[src/rtl/hazard_ctrl_if.sv]
// hazard_ctrl_if: bundle of the decode/hazard signals exchanged between the
// pipeline datapath and the hazard controller.
//   master : the datapath side, drives the ID/EX/MEM status, reads the controls
//   slave  : the hazard controller, reads the status, drives the controls
// Status   : ID_Rs, ID_Rt, ID_UsesRt, ID_ReadsHiLo, EXmemread, EX2016Inst,
//            EXIsMul, MEMBrTaken
// Controls : PCWrite, IFIDWrite, IFIDFlush, Hazard, EXMEMFlush, State,
//            StallCnt, FlushCnt
interface hazard_ctrl_if #(
  parameter int CNT_W = 32
);
  logic [4:0]       ID_Rs;
  logic [4:0]       ID_Rt;
  logic             ID_UsesRt;
  logic             ID_ReadsHiLo;
  logic             EXmemread;
  logic [4:0]       EX2016Inst;
  logic             EXIsMul;
  logic             MEMBrTaken;
  logic             PCWrite;
  logic             IFIDWrite;
  logic             IFIDFlush;
  logic             Hazard;
  logic             EXMEMFlush;
  logic [1:0]       State;
  logic [CNT_W-1:0] StallCnt;
  logic [CNT_W-1:0] FlushCnt;

  modport master (
    output ID_Rs, ID_Rt, ID_UsesRt, ID_ReadsHiLo, EXmemread, EX2016Inst,
           EXIsMul, MEMBrTaken,
    input  PCWrite, IFIDWrite, IFIDFlush, Hazard, EXMEMFlush, State,
           StallCnt, FlushCnt
  );

  modport slave (
    input  ID_Rs, ID_Rt, ID_UsesRt, ID_ReadsHiLo, EXmemread, EX2016Inst,
           EXIsMul, MEMBrTaken,
    output PCWrite, IFIDWrite, IFIDFlush, Hazard, EXMEMFlush, State,
           StallCnt, FlushCnt
  );
endinterface

[src/rtl/hazard_ctrl.sv]
// hazard_ctrl: hazard controller for a 5-stage pipeline whose branches and
// jumps resolve in MEM. Decides each cycle between flush, load-use stall,
// HI/LO-after-multiply stall and normal run, and keeps saturating stall and
// flush counters.
// Ports:
//   Clk  : clock, all state updates on posedge
//   Rst  : synchronous reset, active-low
//   bus  : hazard_ctrl_if.slave (status in, pipeline controls/State/counters out)
// Pipeline controls are combinational from the status inputs and the
// registered multiply counter, so they act at the coming edge.
module hazard_ctrl #(
  parameter int MUL_LAT = 4,
  parameter int CNT_W   = 32
) (
  input logic          Clk,
  input logic          Rst,
  hazard_ctrl_if.slave bus
);

  localparam int MW = ($clog2(MUL_LAT) > 3) ? $clog2(MUL_LAT) : 3;
  // Cycles still to wait after the mul leaves EX; 0 when MUL_LAT is 1.
  localparam logic [MW-1:0] MUL_LOAD = MW'(MUL_LAT - 1);

  typedef enum logic [1:0] {
    ST_RUN      = 2'd0,
    ST_LDSTALL  = 2'd1,
    ST_MULSTALL = 2'd2,
    ST_FLUSH    = 2'd3
  } state_t;

  // Increment that sticks at all-ones instead of wrapping.
  function automatic logic [CNT_W-1:0] sat_inc(input logic [CNT_W-1:0] v);
    if (&v) begin
      return v;
    end else begin
      return v + {{(CNT_W-1){1'b0}}, 1'b1};
    end
  endfunction

  state_t           state_r;
  state_t           state_nxt_s;
  logic [MW-1:0]    mul_cnt_r;
  logic [CNT_W-1:0] stall_cnt_r;
  logic [CNT_W-1:0] flush_cnt_r;
  logic             lu_s;
  logic             mi_s;
  logic             pc_write_s;
  logic             ifid_write_s;
  logic             ifid_flush_s;
  logic             hazard_s;
  logic             exmem_flush_s;

  // A load to $0 never creates a dependency, so a zero destination is excluded.
  assign lu_s = bus.EXmemread && (bus.EX2016Inst != 5'd0) &&
                ((bus.EX2016Inst == bus.ID_Rs) ||
                 (bus.ID_UsesRt && (bus.EX2016Inst == bus.ID_Rt)));

  assign mi_s = (mul_cnt_r != {MW{1'b0}}) && bus.ID_ReadsHiLo;

  // State register: remembers which action was taken last cycle.
  always_ff @(posedge Clk) begin
    if (!Rst) begin
      state_r <= ST_RUN;
    end else begin
      state_r <= state_nxt_s;
    end
  end

  // Next-state decode, branch flush has priority over both stall kinds.
  always_comb begin
    state_nxt_s = ST_RUN;
    if (bus.MEMBrTaken) begin
      state_nxt_s = ST_FLUSH;
    end else if (lu_s) begin
      state_nxt_s = ST_LDSTALL;
    end else if (mi_s) begin
      state_nxt_s = ST_MULSTALL;
    end else begin
      state_nxt_s = ST_RUN;
    end
  end

  // Output decode of the chosen action; reset squashes the whole pipeline.
  always_comb begin
    pc_write_s    = 1'b1;
    ifid_write_s  = 1'b1;
    ifid_flush_s  = 1'b0;
    hazard_s      = 1'b0;
    exmem_flush_s = 1'b0;
    if (!Rst) begin
      pc_write_s    = 1'b0;
      ifid_write_s  = 1'b0;
      ifid_flush_s  = 1'b1;
      hazard_s      = 1'b1;
      exmem_flush_s = 1'b1;
    end else begin
      case (state_nxt_s)
        ST_FLUSH: begin
          // PC still writes: it takes the branch target.
          ifid_flush_s  = 1'b1;
          hazard_s      = 1'b1;
          exmem_flush_s = 1'b1;
        end
        ST_LDSTALL, ST_MULSTALL: begin
          pc_write_s   = 1'b0;
          ifid_write_s = 1'b0;
          hazard_s     = 1'b1;
        end
        default: begin
          pc_write_s   = 1'b1;
          ifid_write_s = 1'b1;
        end
      endcase
    end
  end

  // HI/LO busy counter; a flush kills the mul in EX, so it clears the count.
  always_ff @(posedge Clk) begin
    if (!Rst) begin
      mul_cnt_r <= {MW{1'b0}};
    end else if (bus.MEMBrTaken) begin
      mul_cnt_r <= {MW{1'b0}};
    end else if (bus.EXIsMul) begin
      mul_cnt_r <= MUL_LOAD;
    end else if (mul_cnt_r != {MW{1'b0}}) begin
      mul_cnt_r <= mul_cnt_r - {{(MW-1){1'b0}}, 1'b1};
    end else begin
      mul_cnt_r <= mul_cnt_r;
    end
  end

  // Performance counters; reset cycles are never counted.
  always_ff @(posedge Clk) begin
    if (!Rst) begin
      stall_cnt_r <= {CNT_W{1'b0}};
      flush_cnt_r <= {CNT_W{1'b0}};
    end else begin
      if (!pc_write_s) begin
        stall_cnt_r <= sat_inc(stall_cnt_r);
      end else begin
        stall_cnt_r <= stall_cnt_r;
      end
      if (bus.MEMBrTaken) begin
        flush_cnt_r <= sat_inc(flush_cnt_r);
      end else begin
        flush_cnt_r <= flush_cnt_r;
      end
    end
  end

  assign bus.PCWrite    = pc_write_s;
  assign bus.IFIDWrite  = ifid_write_s;
  assign bus.IFIDFlush  = ifid_flush_s;
  assign bus.Hazard     = hazard_s;
  assign bus.EXMEMFlush = exmem_flush_s;
  assign bus.State      = state_r;
  assign bus.StallCnt   = stall_cnt_r;
  assign bus.FlushCnt   = flush_cnt_r;

endmodule

[src/flat_wrapper.sv]
// flat-port wrapper written by rule: the top's interface ports become plain ports
module hazard_ctrl_flat 
#(
  parameter int MUL_LAT = 4,
  parameter int CNT_W   = 32
)
  (Clk, Rst, bus_ID_Rs, bus_ID_Rt, bus_ID_UsesRt, bus_ID_ReadsHiLo, bus_EXmemread, bus_EX2016Inst, bus_EXIsMul, bus_MEMBrTaken, bus_PCWrite, bus_IFIDWrite, bus_IFIDFlush, bus_Hazard, bus_EXMEMFlush, bus_State, bus_StallCnt, bus_FlushCnt);
  hazard_ctrl_if #(.CNT_W(CNT_W)) bus_i ();
  input logic Clk;
  input logic Rst;
  input wire logic [$bits(bus_i.ID_Rs)-1:0] bus_ID_Rs;
  input wire logic [$bits(bus_i.ID_Rt)-1:0] bus_ID_Rt;
  input wire logic [$bits(bus_i.ID_UsesRt)-1:0] bus_ID_UsesRt;
  input wire logic [$bits(bus_i.ID_ReadsHiLo)-1:0] bus_ID_ReadsHiLo;
  input wire logic [$bits(bus_i.EXmemread)-1:0] bus_EXmemread;
  input wire logic [$bits(bus_i.EX2016Inst)-1:0] bus_EX2016Inst;
  input wire logic [$bits(bus_i.EXIsMul)-1:0] bus_EXIsMul;
  input wire logic [$bits(bus_i.MEMBrTaken)-1:0] bus_MEMBrTaken;
  output wire logic [$bits(bus_i.PCWrite)-1:0] bus_PCWrite;
  output wire logic [$bits(bus_i.IFIDWrite)-1:0] bus_IFIDWrite;
  output wire logic [$bits(bus_i.IFIDFlush)-1:0] bus_IFIDFlush;
  output wire logic [$bits(bus_i.Hazard)-1:0] bus_Hazard;
  output wire logic [$bits(bus_i.EXMEMFlush)-1:0] bus_EXMEMFlush;
  output wire logic [$bits(bus_i.State)-1:0] bus_State;
  output wire logic [$bits(bus_i.StallCnt)-1:0] bus_StallCnt;
  output wire logic [$bits(bus_i.FlushCnt)-1:0] bus_FlushCnt;
  assign bus_i.ID_Rs = bus_ID_Rs;
  assign bus_i.ID_Rt = bus_ID_Rt;
  assign bus_i.ID_UsesRt = bus_ID_UsesRt;
  assign bus_i.ID_ReadsHiLo = bus_ID_ReadsHiLo;
  assign bus_i.EXmemread = bus_EXmemread;
  assign bus_i.EX2016Inst = bus_EX2016Inst;
  assign bus_i.EXIsMul = bus_EXIsMul;
  assign bus_i.MEMBrTaken = bus_MEMBrTaken;
  assign bus_PCWrite = bus_i.PCWrite;
  assign bus_IFIDWrite = bus_i.IFIDWrite;
  assign bus_IFIDFlush = bus_i.IFIDFlush;
  assign bus_Hazard = bus_i.Hazard;
  assign bus_EXMEMFlush = bus_i.EXMEMFlush;
  assign bus_State = bus_i.State;
  assign bus_StallCnt = bus_i.StallCnt;
  assign bus_FlushCnt = bus_i.FlushCnt;
  hazard_ctrl #(.MUL_LAT(MUL_LAT), .CNT_W(CNT_W)) u_core (.Clk(Clk), .Rst(Rst), .bus(bus_i));
endmodule
[config.mk]
export PLATFORM = sky130hd
export DESIGN_NAME = hazard_ctrl_flat
export DESIGN_NICKNAME = d
export VERILOG_FILES = /design/src/rtl/hazard_ctrl_if.sv /design/src/rtl/hazard_ctrl.sv /design/src/flat_wrapper.sv
export SDC_FILE = /design/constraint.sdc
export NUM_CORES = 1
export LEC_CHECK = 0
export ABC_AREA = 1
export CORE_ASPECT_RATIO = 1.4
export CORE_UTILIZATION = 40
export DETAILED_ROUTE_END_ITERATION = 8
export DONT_BUFFER_PORTS = 1
export REMOVE_ABC_BUFFERS = 1
export SLEW_MARGIN = 20
export SYNTH_ARGS = -nofsm -noshare
export SYNTH_HDL_FRONTEND = slang
export SYNTH_SLANG_ARGS = --single-unit
[constraint.sdc]
create_clock -name Clk -period 2.9 [get_ports Clk]
set_input_delay 0.58 -clock Clk [delete_from_list [all_inputs] [get_ports Clk]]
set_output_delay 0.58 -clock Clk [all_outputs]
set_load 0.02 [all_outputs]
==> key figures <==
Drt
  – Routed WL: 12.7 mm
  – Wirelength per Cell: 13.7 um
  – DRT iter0 DRCs: 157
  – DR pass1 iterations: 4
  – Antenna Nets Post-Route: 0
  – Vias: 4582
  – # DRC: 0
  – Vias per inst: 4.95

Global route
  – GRT Total Usage: 21.5%
  – Vias in the first global route: 4204
  – Wire length of the first global-routing pass: 20.4 mm
  – Antenna violations before repair: 0
  – Largest net degree at the start of global routing: 49
  – Total grt overflow: 0

Synth
  – Synth Warn #: 0
  – Main combinational cell family by area after synthesis: simple AND/OR/NAND/NOR gates
  – Synth area leader: dfxtp_1
  – Distinct cell type count after synthesis: 27
  – Synth Area in Adders: 1.33%
  – Xor and xnor area share after synthesis: 5.39%
  – Simple-gate portion of the synthesized area: 45.3%
  – Most frequent cell after synthesis: nand2_1
  – Yosys reg bits: 69
  – Mux contribution to synthesized area: 0%
  – Synthesized instance count: 778
  – Top cell type's share of synthesized area: 29.3%
  – Synth Area per Inst: 6.05 sq um
  – Main synth FF type: dfxtp_1
  – Top cells by count, synth: nand2_1, nor2_1, inv_1
  – Async SR Flop Fraction: 0%
  – EDFF count, synth: 0
  – Register area share after synthesis: 29.3%
  – Synth Area in Compound Gates: 8.90%
  – Top cells by area, synth: dfxtp_1, nand2_1, nor2_1
  – Mapped cell area: 4710 sq um

Setup path
  – CP Capture Type: output pin
  – Worst EP required: 2320 ps
  – Worst-path maximum fanout: 5
  – Crit path launch type: register
  – Critical Path AT: 2020 ps
  – CP Class: register to output pin

Final layout
  – Antenna cells: 0
  – Fin nets: 803
  – Share of cells above drive strength 1: 8.96%
  – Post-route cell area: 5090 sq um
  – Area growth syn-to-layout: 8.19%

Floorplanning
  – Initial core utilization: 41.3%
  – Die area: 12200 sq um
  – I/O pin count: 93
  – Site Rows: 46
  – Die Wd: 93.7 um
  – DIE HEIGHT: 130 um
  – Core box area: 11400 sq um

Pwr
  – Clock power share: 51.1%
  – Comb pwr share: 6.4%
  – P_int: 1.75 mW
  – Flop pwr share: 42.5%
  – Net Switching: 0.561 mW
  – Sw frac: 24.3%
  – Pleak: 1.86 nW
  – Maximum vdd drop: 0.305 mV
  – PwrDens: 454 nW/um^2

CTS
  – Latest clock arrival within the worst-skew pair: 340 ps
  – Post-CTS Resized: 0
  – Setup bufs post-CTS: 0
  – CTS Buffer Depth: 2
  – Root Buffer: clkbuf_16
  – CTS clk-pin slew, worst paths: 50 ps
  – CTS Buf Count: 9
  – Hold Buf Count CTS: 0
  – H-tree depth: 3
  – CTS tree: built
  – Num Clock Sinks: 69

Placement
  – Routability congestion estimate: 0.954
  – Port Buffers: 0
  – Dpl ws: 429 ps
  – Dpl hpwl: 9.59 mm
  – Placed cell area: 4780 sq um

STA
  – Final period utilization: 89.6%
  – Clk_skew: 7.04 ps
  – Hold Violations, Final: 0
  – RSZ-0062 raised after global routing: no
  – Fmax achieved: 385 MHz
  – Final worst slack: 303 ps
  – Slew Limit Fails: 0
  – Minimum clock period: 2600 ps
  – Final setup vio count: 0
  – Worst rel slew slack: 51.6%
  – Worst-Margin Slew: 726 ps

Worst hold path
  – Hold WC Path Type: primary input to register

Outcome
  – Status: completed

Run
  – Max Cap Violations: 0
-- critical path, stage by stage, from the launching register on --
cell and delay, ps:
dfxtp_1 320, inv_1 80, ha_1 140, inv_1 50, nor2_1 250, nor2_1 100
a21oi_1 160, ha_1 240, nor2_1 130, buf_4 200
-- path summary, 6_finish.rpt --
check | start | to | slack (ps) | depth (start not counted)
max reg2reg | u_core.mul_cnt_r[0] | u_core.bus.StallCnt[12] | 560 | 13
max | u_core.mul_cnt_r[0] | bus_IFIDWrite | 300 | 9
min | bus_EXIsMul | u_core.mul_cnt_r[2] | 330 | 1
min reg2reg | u_core.mul_cnt_r[0] | u_core.mul_cnt_r[0] | 490 | 2
-- registers in the layout, indices dropped and copies added, names as in the netlist --
| register | cells |
|---|---|
| u_core.bus.FlushCnt | 32 |
| u_core.bus.StallCnt | 32 |
| u_core.bus.State | 2 |
| u_core.mul_cnt_r | 3 |
-- routing by layer --
layer / wire [um] / GRT usage, %
met4: 365 / 10.0
met3: 841 / 6.19
met2: 6590 / 40.1
met1: 4850 / 21.8
met5: 0 / 0
-- per-stage QoR --
step	util (%)	TNS, ps	total power, mW	instances	hold WS, ps
floorplan	-	-11780	1.11	758	451
global placement	41.9	0	1.15	909	464
detailed placement	41.9	0	1.15	909	474
CTS	44.7	0	2.34	925	331
global route	44.7	0	2.40	925	334
finish	44.7	0	2.31	925	333
-- cell usage in the layout (no fill, tap or decap) --
master,synthesis,routed
a21oi_1,19,19
ha_1,5,5
nor2_1,147,147
clkbuf_1,7,1
nor2_2,2,2
clkbuf_16,0,9
nand2_4,4,4
buf_4,3,7
nand2_1,303,303
clkinv_2,0,2
a21oi_2,30,30
nor2_4,5,5
o21ai_0,9,9
dfxtp_1,69,69
inv_2,1,2
inv_4,1,1
inv_1,76,75
xor2_1,16,16
nand3_1,32,32
nand2_2,2,2
nand2_8,2,2
nor3_1,7,7
nand4_1,13,13
a211oi_1,1,1
xnor2_1,13,13
a2111oi_0,1,1
clkinv_4,0,2
bufinv_16,0,2
-- power by group through the flow --
stage / sequential [mW] / combinational [mW] / clock [mW]
global route: 0.987 / 0.166 / 1.24
detailed placement: 1.01 / 0.147 / 0
finish: 0.985 / 0.147 / 1.18
global placement: 1.01 / 0.142 / 0
CTS: 0.986 / 0.148 / 1.20
floorplan: 1.00 / 0.107 / 0
-- final cells by class --
class                      instances  area, sq um
timing repair buffer               7         52.6
clock buffer                      10          229
inverter                          78          295
sequential                        69         1380
tap                              144          180
multi-input combinational        611         2870
clock inverter                     6         87.6
fill                            1243         6300
-- logic make-up (layout without fill, tap and decap cells) --
logic type	after synthesis	in the layout
flip-flops	69	69
AO/OA/AOI/OAI	60	60
XOR/XNOR	29	29
AND/OR/NAND/NOR	517	517
adder cells (fa/ha/maj)	5	5
buffers and inverters	98	101
Power figures use the tool's default switching activity.
